$ cat src/rtl/sram_port_arbiter_if.sv
// Pipelined Avalon-MM-style command/response port between one master and the SRAM arbiter.
interface sram_port_arbiter_if #(
  parameter int unsigned ADDR_W = 12,
  parameter int unsigned DATA_W = 32,
  parameter int unsigned BE_W   = DATA_W / 8
);
  logic              read;
  logic              write;
  logic [ADDR_W-1:0] address;
  logic [BE_W-1:0]   byteenable;
  logic [DATA_W-1:0] writedata;
  logic              waitrequest;
  logic              readdatavalid;
  logic [DATA_W-1:0] readdata;

  // Requesting side (camera pixel path, CPU data path)
  modport master (
    output read, write, address, byteenable, writedata,
    input  waitrequest, readdatavalid, readdata
  );

  // Arbiter side
  modport slave (
    input  read, write, address, byteenable, writedata,
    output waitrequest, readdatavalid, readdata
  );
endinterface

$ cat src/rtl/sram_port_arbiter.sv
// Two-master round-robin arbiter with a command stage (C) and a response-tag stage (R)
// in front of a single-port synchronous SRAM with one cycle of read latency.
module sram_port_arbiter #(
  parameter int unsigned ADDR_W = 12,
  parameter int unsigned DATA_W = 32,
  parameter int unsigned BE_W   = DATA_W / 8
) (
  input  logic               clk,
  input  logic               reset,
  sram_port_arbiter_if.slave m0,
  sram_port_arbiter_if.slave m1,
  output logic [ADDR_W-1:0]  sram_address,
  output logic [BE_W-1:0]    sram_byteenable,
  output logic               sram_chipselect,
  output logic               sram_write,
  output logic [DATA_W-1:0]  sram_writedata,
  output logic               sram_clken,
  input  logic [DATA_W-1:0]  sram_readdata
);

  logic              w_req0;
  logic              w_req1;
  logic              w_gnt0;
  logic              w_gnt1;
  logic              w_acc0;
  logic              w_acc1;
  logic              w_acc;
  logic [ADDR_W-1:0] w_addr;
  logic [BE_W-1:0]   w_be;
  logic [DATA_W-1:0] w_wdata;
  logic              w_wr;

  logic              r_last;
  logic [ADDR_W-1:0] r_addr;
  logic [BE_W-1:0]   r_be;
  logic [DATA_W-1:0] r_wdata;
  logic              r_cs;
  logic              r_wr;
  logic              r_id;
  logic              r_rvalid;
  logic              r_rid;

  assign w_req0 = m0.read | m0.write;
  assign w_req1 = m1.read | m1.write;

  // Round-robin grant: a lone requester wins; on a tie the master other than r_last wins
  assign w_gnt0 = w_req0 & (~w_req1 | r_last);
  assign w_gnt1 = w_req1 & ~w_gnt0;

  // Stall whenever requesting without the grant, and unconditionally while in reset
  assign m0.waitrequest = reset | (w_req0 & ~w_gnt0);
  assign m1.waitrequest = reset | (w_req1 & ~w_gnt1);

  assign w_acc0 = w_req0 & ~m0.waitrequest;
  assign w_acc1 = w_req1 & ~m1.waitrequest;
  assign w_acc  = w_acc0 | w_acc1;

  // Select the accepted master's command fields
  always_comb begin
    w_addr  = m0.address;
    w_be    = m0.byteenable;
    w_wdata = m0.writedata;
    w_wr    = m0.write;
    if (w_acc1) begin
      w_addr  = m1.address;
      w_be    = m1.byteenable;
      w_wdata = m1.writedata;
      w_wr    = m1.write;
    end
  end

  // Round-robin history: remembers the master of the most recent accepted command
  always_ff @(posedge clk or posedge reset) begin
    if (reset) begin
      r_last <= 1'b1;
    end else if (w_acc) begin
      r_last <= w_acc1;
    end
  end

  // Stage C: command register that drives the SRAM port directly
  always_ff @(posedge clk or posedge reset) begin
    if (reset) begin
      r_addr  <= '0;
      r_be    <= '0;
      r_wdata <= '0;
      r_cs    <= 1'b0;
      r_wr    <= 1'b0;
      r_id    <= 1'b0;
    end else if (w_acc) begin
      r_addr  <= w_addr;
      r_be    <= w_wr ? w_be : {BE_W{1'b1}};
      r_wdata <= w_wdata;
      r_cs    <= 1'b1;
      r_wr    <= w_wr;
      r_id    <= w_acc1;
    end else begin
      r_cs    <= 1'b0;
      r_wr    <= 1'b0;
    end
  end

  // Stage R: tags the SRAM read data returning this cycle with its owner
  always_ff @(posedge clk or posedge reset) begin
    if (reset) begin
      r_rvalid <= 1'b0;
      r_rid    <= 1'b0;
    end else begin
      r_rvalid <= r_cs & ~r_wr;
      r_rid    <= r_id;
    end
  end

  assign sram_address    = r_addr;
  assign sram_byteenable = r_be;
  assign sram_chipselect = r_cs;
  assign sram_write      = r_wr;
  assign sram_writedata  = r_wdata;
  assign sram_clken      = 1'b1;

  // Read return: the SRAM's unregistered output goes straight to the tagged master
  assign m0.readdatavalid = r_rvalid & ~r_rid;
  assign m1.readdatavalid = r_rvalid & r_rid;
  assign m0.readdata      = sram_readdata;
  assign m1.readdata      = sram_readdata;

endmodule

$ cat src/flat_wrapper.sv
// flat-port wrapper written by rule: the top's interface ports become plain ports
module sram_port_arbiter_flat 
#(
  parameter int unsigned ADDR_W = 12,
  parameter int unsigned DATA_W = 32,
  parameter int unsigned BE_W   = DATA_W / 8
)
  (clk, reset, sram_address, sram_byteenable, sram_chipselect, sram_write, sram_writedata, sram_clken, sram_readdata, m0_read, m0_write, m0_address, m0_byteenable, m0_writedata, m0_waitrequest, m0_readdatavalid, m0_readdata, m1_read, m1_write, m1_address, m1_byteenable, m1_writedata, m1_waitrequest, m1_readdatavalid, m1_readdata);
  sram_port_arbiter_if #(.ADDR_W(ADDR_W), .DATA_W(DATA_W), .BE_W(BE_W)) m0_i ();
  sram_port_arbiter_if #(.ADDR_W(ADDR_W), .DATA_W(DATA_W), .BE_W(BE_W)) m1_i ();
  input  logic clk;
  input  logic reset;
  output logic [ADDR_W-1:0] sram_address;
  output logic [BE_W-1:0] sram_byteenable;
  output logic sram_chipselect;
  output logic sram_write;
  output logic [DATA_W-1:0] sram_writedata;
  output logic sram_clken;
  input  logic [DATA_W-1:0] sram_readdata;
  input wire logic [$bits(m0_i.read)-1:0] m0_read;
  input wire logic [$bits(m0_i.write)-1:0] m0_write;
  input wire logic [$bits(m0_i.address)-1:0] m0_address;
  input wire logic [$bits(m0_i.byteenable)-1:0] m0_byteenable;
  input wire logic [$bits(m0_i.writedata)-1:0] m0_writedata;
  output wire logic [$bits(m0_i.waitrequest)-1:0] m0_waitrequest;
  output wire logic [$bits(m0_i.readdatavalid)-1:0] m0_readdatavalid;
  output wire logic [$bits(m0_i.readdata)-1:0] m0_readdata;
  input wire logic [$bits(m1_i.read)-1:0] m1_read;
  input wire logic [$bits(m1_i.write)-1:0] m1_write;
  input wire logic [$bits(m1_i.address)-1:0] m1_address;
  input wire logic [$bits(m1_i.byteenable)-1:0] m1_byteenable;
  input wire logic [$bits(m1_i.writedata)-1:0] m1_writedata;
  output wire logic [$bits(m1_i.waitrequest)-1:0] m1_waitrequest;
  output wire logic [$bits(m1_i.readdatavalid)-1:0] m1_readdatavalid;
  output wire logic [$bits(m1_i.readdata)-1:0] m1_readdata;
  assign m0_i.read = m0_read;
  assign m0_i.write = m0_write;
  assign m0_i.address = m0_address;
  assign m0_i.byteenable = m0_byteenable;
  assign m0_i.writedata = m0_writedata;
  assign m0_waitrequest = m0_i.waitrequest;
  assign m0_readdatavalid = m0_i.readdatavalid;
  assign m0_readdata = m0_i.readdata;
  assign m1_i.read = m1_read;
  assign m1_i.write = m1_write;
  assign m1_i.address = m1_address;
  assign m1_i.byteenable = m1_byteenable;
  assign m1_i.writedata = m1_writedata;
  assign m1_waitrequest = m1_i.waitrequest;
  assign m1_readdatavalid = m1_i.readdatavalid;
  assign m1_readdata = m1_i.readdata;
  sram_port_arbiter #(.ADDR_W(ADDR_W), .DATA_W(DATA_W), .BE_W(BE_W)) u_core (.clk(clk), .reset(reset), .m0(m0_i), .m1(m1_i), .sram_address(sram_address), .sram_byteenable(sram_byteenable), .sram_chipselect(sram_chipselect), .sram_write(sram_write), .sram_writedata(sram_writedata), .sram_clken(sram_clken), .sram_readdata(sram_readdata));
endmodule
$ cat config.mk
export PLATFORM = sky130hd
export DESIGN_NAME = sram_port_arbiter_flat
export DESIGN_NICKNAME = d
export VERILOG_FILES = /design/src/rtl/sram_port_arbiter_if.sv /design/src/rtl/sram_port_arbiter.sv /design/src/flat_wrapper.sv
export SDC_FILE = /design/constraint.sdc
export NUM_CORES = 1
export LEC_CHECK = 0
export BUFFER_PORTS_ARGS = -buffer_cell sky130_fd_sc_hd__buf_2
export CAP_MARGIN = 10
export CORE_AREA = 2 2 97 99
export DETAILED_ROUTE_END_ITERATION = 16
export DIE_AREA = 0 0 99 101
export PLACE_DENSITY = 0.76
export SETUP_SLACK_MARGIN = 0.15
export SKIP_LAST_GASP = 1
export SYNTH_ARGS = -nofsm -noshare
export SYNTH_HDL_FRONTEND = slang
export SYNTH_SLANG_ARGS = --single-unit
$ cat constraint.sdc
create_clock -name clk -period 7.5 [get_ports clk]
set_input_delay 0.375 -clock clk [delete_from_list [all_inputs] [get_ports clk]]
set_output_delay 0.375 -clock clk [all_outputs]
set_load 0.05 [all_outputs]
==> results.json <==
{
  "leakage_nw": 1.59,
  "avgSynthCellArea_um2": 8.61,
  "die_w_um": 99,
  "slew_headroom_pct": 28.9,
  "worstHoldPathType": "input port to async pin",
  "vias": 2965,
  "grt_overflow": 0,
  "cts_resized": 0,
  "drt-pass1-iter-count": 4,
  "worstPathMaxFanout": 54,
  "startpoint_type": "input port",
  "io_buffers": 155,
  "n_antenna_cell": 0,
  "post-place-cells": 536,
  "syn_inst": 368,
  "clock-root-buffer": "clkbuf_8",
  "fmax_mhz": 405,
  "yosysTopAreaCellShare_pct": 41.9,
  "max_stage_delay_ns": 0.57,
  "synth_common_cells": "65 x buf_4, 53 x dfrtp_1, 51 x o21ai_0",
  "period_needed_ns": 2.47,
  "wl_per_cell_um": 17.1,
  "synth-seq-cells": 54,
  "async_flop_share_pct": 100,
  "grt_pass1_vias": 2812,
  "fp.dieH_um": 101,
  "netlist_area_um2": 3170,
  "cts_buffers": 5,
  "yosys_warnings": 0,
  "cts_sinks": 54,
  "start_util_pct": 35.3,
  "fin_skew_ns": 0.00954,
  "cts_tree": "done",
  "end_kind": "primary output",
  "grt_start_max_net_pins": 55,
  "timing.final.crit_share_pct": 32.9,
  "critical_path.slowest_cell": "buf_4",
  "syn_nets": 502,
  "num_io_pins": 253,
  "finalNonFillerCells": 545,
  "tightestPinTransition_ns": 1.07,
  "rsz0062_at_grt": "false",
  "finalMaxSlewViolations": 0,
  "crit_type": "input port to primary output",
  "r2r-start": "u_core.r_last$_DFFE_PP1P_",
  "cellPowerDensity_nw_per_um2": 239,
  "status": "complete, no violations",
  "area_growth_pct": 13.7,
  "clkTransAtPathRegs_ns": 0.09,
  "dpl.hpwl_um": 6620,
  "hold_buffers": 0,
  "drc": 0,
  "crit_top_cell": "buf_2",
  "core_um2": 8980,
  "place_congestion": 0.797,
  "yosysMostFrequentCell": "buf_4",
  "worstPathRequired_ns": 7.12,
  "finish.net_count": 567,
  "grt_usage_pct": 18.0,
  "routed_via_density": 5.44,
  "placementRows": 35,
  "synth_top_flop_cell": "dfrtp_1",
  "cap_violations": 0,
  "clk_latency_ns": 0.30,
  "postRouteAntennaNets": 0,
  "drt_iter0_drc": 160,
  "die_area_um2": 10000,
  "layout-drive-gt1-share_pct": 40.3,
  "cts.repair_timing.setup_buffer_count": 0,
  "htreeDepth": 2,
  "cts_max_path_buffers": 2,
  "grt_pass1_wl_um": 14500,
  "ys_seq_area_share_pct": 42.7,
  "synth_edf_count": 0,
  "antenna_found_initial": 0,
  "final_util_pct": 40.1,
  "routed_wl_um": 9320,
  "final-setup-viol-count": 0,
  "crit_chain": "buf_2, clkinv_2, buf_4, o21ai_0, buf_2",
  "fin_tns_setup_ns": 0,
  "whs_ns": 0.194,
  "ys_types": 25,
  "hold_violations": 0,
  "ys_top_cells_by_area": "dfrtp_1 42%, buf_4 15%, a31oi_1 9.5%",
  "cp-startpoint": "reset",
  "synth_top_area_cell": "dfrtp_1",
  "arrival_ns": 2.09,
  "irDropWorstVdd_uv": 88.6
}
## cell usage in the layout (no fill, tap or decap), types with 2 or more instances in the layout
cell,instances
nand3_1,48
o22ai_1,3
o21ai_0,50
buf_2,155
dfrtp_1,53
a31oi_1,48
nor2b_1,2
clkbuf_8,7
buf_4,3
a21oi_1,48
inv_1,2
## critical path, delay by kind of cell
kind,cells,cell delay [ns]
AOI/OAI and AO/OA,1,0.16
buffers and inverters,4,1.53
## routing by layer
| metal | global-route usage, % | routed length [um] |
|---|---|---|
| met1 | 22.8 | 3760 |
| met4 | 5.27 | 129 |
| met3 | 4.65 | 825 |
| met5 | 0 | 0 |
| met2 | 30.3 | 4600 |
## power breakdown
part / internal (mW) / total, mW / switching [mW] / leakage [nW]
combinational: 0.0844 / 0.327 / 0.243 / 0.926
clock: 0.0848 / 0.179 / 0.0942 / 0.0544
sequential: 0.331 / 0.354 / 0.0228 / 0.609
total: 0.500 / 0.860 / 0.359 / 1.59
## final cells by class
type / instances / area, um^2
Clock buffer: 7 / 96.3
Clock inverter: 1 / 8.76
Fill cell: 920 / 5380
Inverter: 3 / 12.5
Multi-Input combinational cell: 210 / 1170
Sequential cell: 54 / 1350
Tap cell: 111 / 139
Timing Repair Buffer: 159 / 826
## state kept, by name, summed over array words and instances (netlist names)
name / flops
u_core.r_rid: 1
u_core.sram_write: 1
u_core.r_rvalid: 1
u_core.sram_writedata: 32
u_core.r_last: 1
u_core.sram_chipselect: 1
u_core.r_id: 1
u_core.sram_address: 12
u_core.sram_byteenable: 4
## final timing paths
| kind | slack (ns) | endpoint | cells past startpoint |
|---|---|---|---|
| worst max-delay path | 5.03 | m1_waitrequest | 5 |
| worst min-delay path | 0.19 | u_core.sram_writedata[9]$_DFFE_PP0P_ | 2 |
| worst max register to register | 5.31 | u_core.sram_writedata[24]$_DFFE_PP0P_ | 4 |
| worst min register to register | 0.39 | u_core.r_rid$_DFF_PP0_ | 0 |
| max in group asynchronous | 6.30 | u_core.sram_writedata[22]$_DFFE_PP0P_ | 3 |
| min in group clk | 0.33 | u_core.sram_writedata[31]$_DFFE_PP0P_ | 3 |
## cell families after synthesis
kind of cell,Yosys count,share of synthesized area (%)
buffers and inverters,104,21.2
AND/OR/NAND/NOR,54,8.89
AO/OA/AOI/OAI,155,27.1
flip-flops,54,42.7
other,1,0.118
## stage by stage
| step | setup WS [ns] | total power, mW | area (um^2) |
|---|---|---|---|
| after floorplan | 3.53 | 0.682 | 3170 |
| after global placement | 5.03 | 0.679 | 3470 |
| after detailed placement | 4.90 | 0.686 | 3470 |
| after CTS | 4.97 | 0.867 | 3570 |
| after global routing | 4.75 | 0.910 | 3600 |
| final | 5.03 | 0.860 | 3600 |
No activity file was read; power rests on OpenSTA's default activity.
